--- src/rtl/mem_arbiter.sv ---
// Two-port round-robin arbiter sharing one single-port BSRAM between fetch (port 0) and load/store (port 1).
// Define MEM_ARB_TIMEOUT_EN to build the ACK/WAIT watchdog (limit set by TIMEOUT).
module mem_arbiter #(
  parameter int ADDR_W  = 14,
  parameter int DATA_W  = 32,
  parameter int TIMEOUT = 64
) (
  input  logic              clk,
  input  logic              rst_n,
  input  logic              req0_valid,
  input  logic              req0_we,
  input  logic [ADDR_W-1:0] req0_addr,
  input  logic [DATA_W-1:0] req0_wdata,
  output logic              req0_ready,
  input  logic              req1_valid,
  input  logic              req1_we,
  input  logic [ADDR_W-1:0] req1_addr,
  input  logic [DATA_W-1:0] req1_wdata,
  output logic              req1_ready,
  output logic              resp0_valid,
  output logic [DATA_W-1:0] resp0_rdata,
  output logic              resp0_err,
  output logic              resp1_valid,
  output logic [DATA_W-1:0] resp1_rdata,
  output logic              resp1_err,
  output logic              mem_available,
  output logic              mem_we,
  output logic [ADDR_W-1:0] mem_address,
  output logic [DATA_W-1:0] mem_write,
  input  logic [DATA_W-1:0] mem_read,
  input  logic              mem_output_available,
  output logic              timeout_err
);

  if (TIMEOUT < 4 || TIMEOUT > 255) begin : g_timeout_range
    $error("mem_arbiter: TIMEOUT must be in 4..255");
  end

  typedef enum logic [2:0] {IDLE, ISSUE, ACK, WAIT, RESP} state_t;

  state_t r_state;
  logic   r_gnt;
  logic   r_last_grant;
  logic   w_sel;

  // On contention the port that did not win last time goes next.
  always_comb begin
    w_sel = req1_valid;
    if (req0_valid && req1_valid) begin
      w_sel = ~r_last_grant;
    end
  end

`ifdef MEM_ARB_TIMEOUT_EN
  logic [7:0] r_cnt;
  logic       r_err0;
  logic       r_err1;
  logic       r_timeout;
  logic       w_expired;
  logic       w_abort;

  assign w_expired = (r_cnt == 8'(TIMEOUT - 1));
  // A completion seen in WAIT on the expiry cycle still wins over the abort.
  assign w_abort   = w_expired &&
                     ((r_state == ACK) || ((r_state == WAIT) && !mem_output_available));
  assign resp0_err   = r_err0;
  assign resp1_err   = r_err1;
  assign timeout_err = r_timeout;
`else
  assign resp0_err   = 1'b0;
  assign resp1_err   = 1'b0;
  assign timeout_err = 1'b0;
`endif

  always_ff @(posedge clk) begin
    if (!rst_n) begin
      r_state       <= IDLE;
      r_gnt         <= 1'b0;
      r_last_grant  <= 1'b1;
      req0_ready    <= 1'b0;
      req1_ready    <= 1'b0;
      resp0_valid   <= 1'b0;
      resp1_valid   <= 1'b0;
      resp0_rdata   <= '0;
      resp1_rdata   <= '0;
      mem_available <= 1'b0;
      mem_we        <= 1'b0;
      mem_address   <= '0;
      mem_write     <= '0;
`ifdef MEM_ARB_TIMEOUT_EN
      r_cnt         <= '0;
      r_err0        <= 1'b0;
      r_err1        <= 1'b0;
      r_timeout     <= 1'b0;
`endif
    end else begin
      req0_ready    <= 1'b0;
      req1_ready    <= 1'b0;
      resp0_valid   <= 1'b0;
      resp1_valid   <= 1'b0;
      mem_available <= 1'b0;
`ifdef MEM_ARB_TIMEOUT_EN
      r_err0        <= 1'b0;
      r_err1        <= 1'b0;
`endif
      case (r_state)
        IDLE: begin
          if (req0_valid || req1_valid) begin
            r_gnt         <= w_sel;
            r_last_grant  <= w_sel;
            mem_we        <= w_sel ? req1_we    : req0_we;
            mem_address   <= w_sel ? req1_addr  : req0_addr;
            mem_write     <= w_sel ? req1_wdata : req0_wdata;
            mem_available <= 1'b1;
            req0_ready    <= ~w_sel;
            req1_ready    <= w_sel;
            r_state       <= ISSUE;
          end
        end
        ISSUE: begin
          r_state <= ACK;
`ifdef MEM_ARB_TIMEOUT_EN
          r_cnt   <= '0;
`endif
        end
        ACK: begin
          if (!mem_output_available) begin
            r_state <= WAIT;
          end
`ifdef MEM_ARB_TIMEOUT_EN
          r_cnt <= r_cnt + 8'd1;
`endif
        end
        WAIT: begin
          if (mem_output_available) begin
            if (!mem_we) begin
              if (r_gnt) begin
                resp1_rdata <= mem_read;
              end else begin
                resp0_rdata <= mem_read;
              end
            end
            resp0_valid <= ~r_gnt;
            resp1_valid <= r_gnt;
            r_state     <= RESP;
          end
`ifdef MEM_ARB_TIMEOUT_EN
          r_cnt <= r_cnt + 8'd1;
`endif
        end
        RESP: begin
          r_state <= IDLE;
        end
        default: begin
          r_state <= IDLE;
        end
      endcase
`ifdef MEM_ARB_TIMEOUT_EN
      if (w_abort) begin
        r_state     <= RESP;
        resp0_valid <= ~r_gnt;
        resp1_valid <= r_gnt;
        r_err0      <= ~r_gnt;
        r_err1      <= r_gnt;
        r_timeout   <= 1'b1;
        if (r_gnt) begin
          resp1_rdata <= '0;
        end else begin
          resp0_rdata <= '0;
        end
      end
`endif
    end
  end

endmodule

--- config.mk ---
export PLATFORM = sky130hd
export DESIGN_NAME = mem_arbiter
export DESIGN_NICKNAME = d
export VERILOG_FILES = /design/src/rtl/mem_arbiter.sv
export SDC_FILE = /design/constraint.sdc
export NUM_CORES = 1
export LEC_CHECK = 0
export ABC_AREA = 1
export BUFFER_PORTS_ARGS = -buffer_cell sky130_fd_sc_hd__buf_2
export CORE_ASPECT_RATIO = 1.1
export CORE_MARGIN = 3
export CORE_UTILIZATION = 48
export CTS_CLUSTER_DIAMETER = 150
export DETAILED_ROUTE_END_ITERATION = 6
export PLACE_DENSITY_LB_ADDON = 0.08
export SLEW_MARGIN = 25
export SYNTH_ARGS = -nofsm -noshare
export SYNTH_HDL_FRONTEND = slang
export SYNTH_SLANG_ARGS = --single-unit
--- constraint.sdc ---
create_clock -name clk -period 1.75 [get_ports clk]
set_clock_uncertainty 0.05 [all_clocks]
set_input_delay 0.2625 -clock clk [delete_from_list [all_inputs] [get_ports clk]]
set_output_delay 0.2625 -clock clk [all_outputs]
set_load 0.05 [all_outputs]
==> run metrics <==
vias in the first global route just over 5k; Worst path most repeated cell nand2_1; DRC violations left 0; synth cell count leaders nand2_1 (296), nor2_1 (279), inv_1 (166); Max Fanout on Critical Path 44; Vias 5816; count of different cell masters after synthesis 19; Seq/Total Area, Yosys 0.418; Core Region approximately 12000 sq um; Post-Syn Area 5790 sq um; peak supply drop 612 uV; EDFF count, synth 0; Reg clk slew, reported paths 0.05 ns; top-count cell post-synth nand2_1; # IOs 250; crit path time final about 1.5 ns; pin count of the biggest net entering global routing 55; CTS buffer count 17; TNS Setup 0 ns; # resized after CTS 0; post-synthesis async set-or-reset flop share 0; main flop type after synthesis dfxtp_1; FF-to-FF Start r_state[1]; nature of the critical path startpoint flop; reg2reg end resp0_rdata[28]; critical path required time a little over 2 ns; Hold Path Class in2reg; share of layout cells above drive strength 1 0.248; Int Power approximately 0.006 W; final instance area 7760 sq um; TritonCTS clock tree built; initial antenna violation count 1; Post-CTS Hold Fix Bufs 0; root buf cell clkbuf_16; Worst Setup SP r_state[1]; synthesized area per cell between 5 and 6 sq um; clock share of power 0.383; first-pass GRT wire length 23800 microns; nature of the critical path endpoint flop; RSZ-0062 raised after global routing false; critical path's slowest cell dfxtp_1; ANT nets after route 0; IO buf count 246; FP Rows 41; Final Max Slew Viols 0; Fmax a little under 700 MHz; Synth area leaders dfxtp_1 (42%), nand2_1 (19%), nor2_1 (18%); Cell Area, Placed 7160 sq um; detailed placement HPWL approximately 11000 microns; Post-Syn Instances between 900 and 1k; crit-path cells nand2_1 -> nor2_4 -> nand3_4 -> buf_12 -> nand2_1 -> nand2_1 -> nor2_1; Lkg Pwr 4.63 nW; R2R Setup Slk 0.28 ns; CP peak stage delay between 0.3 and 0.4 ns; YS warnings 0; Crit path arrival time roughly 1.8 ns; critical path type reg2reg; final hold vios 0; Worst Reg-to-Reg Cells 7; Synth top area share 0.418; flops & latches, synth 121; Skew-Pair Late Insertion Delay 0.40 ns; # Max-Cap Violations 0; total wire length roughly 15000 microns; Post-CTS Setup Bufs 0; gr usage total 0.215; nets around 1.3k; WL/cell ~11 microns; Yosys top cell by area dfxtp_1; Psw approximately 0.0032 W; DIE AREA 13400 sq um; DIE HEIGHT 121 microns; H-Tree Depth 4; CTS Sinks ~120; outcome complete, no violations; Initial Utilization 0.497; Vias/cell roughly 4.3; Gate power share 0.274; final setup fails 0; Tot Pwr 0.00914 W; sequential share of power 0.343; GRT overflow 0; Synth-to-Final Area Change 34.1%; RePlAce Congestion ~0.80; clk buf depth 2; filler cell count 1135; Switching Share 0.347; Die W roughly 110 microns; final cycle utilization of the critical path 0.842; TritonRoute pass-1 iters 5; Initial DRC Count about 370; Power Density 1180 nW/um^2; CP Capture Point resp0_rdata[28]
cell type report:
type | count | area, sq um | area share
Multi-Input combinational cell | 624 | 2490 | 0.321
Sequential cell | 121 | 2420 | 0.312
Timing Repair Buffer | 261 | 1430 | 0.185
Inverter | 167 | 627 | 0.0807
Clock buffer | 20 | 447 | 0.0575
Tap cell | 150 | 188 | 0.0242
Clock inverter | 12 | 150 | 0.0193
Antenna cell | 1 | 2.50 | 0.000322
per-stage QoR:
| stage | util | std cells | hold slack, ns | worst slack [ns] |
|---|---|---|---|---|
| 2_1_floorplan | - | 967 | 0.347 | 0.286 |
| 3_3_place_gp | 0.615 | 1323 | 0.395 | 0.306 |
| 5_1_grt | 0.666 | 1355 | 0.0433 | 0.109 |
| 6_report | 0.667 | 1356 | 0.0484 | 0.276 |
| 4_1_cts | 0.666 | 1355 | 0.0307 | 0.274 |
| 3_5_place_dp | 0.615 | 1323 | 0.404 | 0.283 |
power groups by stage:
stage / Combinational [W] / Clock, W / Sequential, W
after floorplan: 0.00104 / 0 / 0.00403
after global placement: 0.00251 / 0 / 0.00319
after detailed placement: 0.00252 / 0 / 0.00320
after CTS: 0.00253 / 0.00356 / 0.00314
after global routing: 0.00277 / 0.00369 / 0.00317
final: 0.00251 / 0.00350 / 0.00314
worst max-delay path, delay by kind of cell (launching register included):
family / cells / cell delay [ns]
buf+inv: 1 / 0.26
flops: 1 / 0.37
simple gates: 6 / 0.72
metal layers:
metal,part of all wire,vias to the layer above,global-route usage
met5,0.00088,-,0
met4,0.016,2,0.0785
met3,0.078,18,0.0743
met2,0.48,167,0.363
met1,0.43,2403,0.253
li1,-,3226,-
kinds of logic after synthesis:
| kind of cell | synth area share |
|---|---|
| AO/OA/AOI/OAI | 0.00605 |
| buffers and inverters | 0.155 |
| flip-flops | 0.418 |
| other | 0.000648 |
| AND/OR/NAND/NOR | 0.420 |
cell usage in the layout (no fill, tap or decap):
master,synthesis,routed
nand2_1,296,295
nor2_1,279,278
buf_2,22,245
inv_1,166,166
dfxtp_1,121,121
nand4_1,32,32
clkbuf_16,0,17
buf_4,10,9
buf_12,0,7
nor2_4,3,4
clkinv_2,0,4
a21oi_1,3,3
nand3_1,3,3
conb_1,1,3
bufinv_16,0,3
clkinvlp_4,0,3
clkinv_4,0,2
clkbuf_1,15,2
diode_2,0,1
inv_2,1,1
nand3_4,1,1
nand2_2,0,1
a21oi_4,0,1
a31oi_1,1,1
o21ai_0,1,1
nor3_1,1,1
clkbuf_8,0,1
registers in the layout (all words and copies together), names as in the netlist, 3 cells and up:
signal and cells:
mem_write 32, resp0_rdata 32, resp1_rdata 32, mem_address 14, r_state 3
worst min-delay path by stage:
stage	from	to	slack [ns]	cells past startpoint
finish	mem_read[29]	resp0_rdata[29]	0.05	3
global placement	resp1_rdata[1]	resp1_rdata[1]	0.40	2
floorplan	mem_read[0]	resp0_rdata[0]	0.35	2
CTS	mem_read[15]	resp0_rdata[15]	0.03	3
detailed placement	resp1_rdata[14]	resp1_rdata[14]	0.40	2
global route	mem_read[16]	resp0_rdata[16]	0.04	3
No activity file was read; power rests on OpenSTA's default activity.
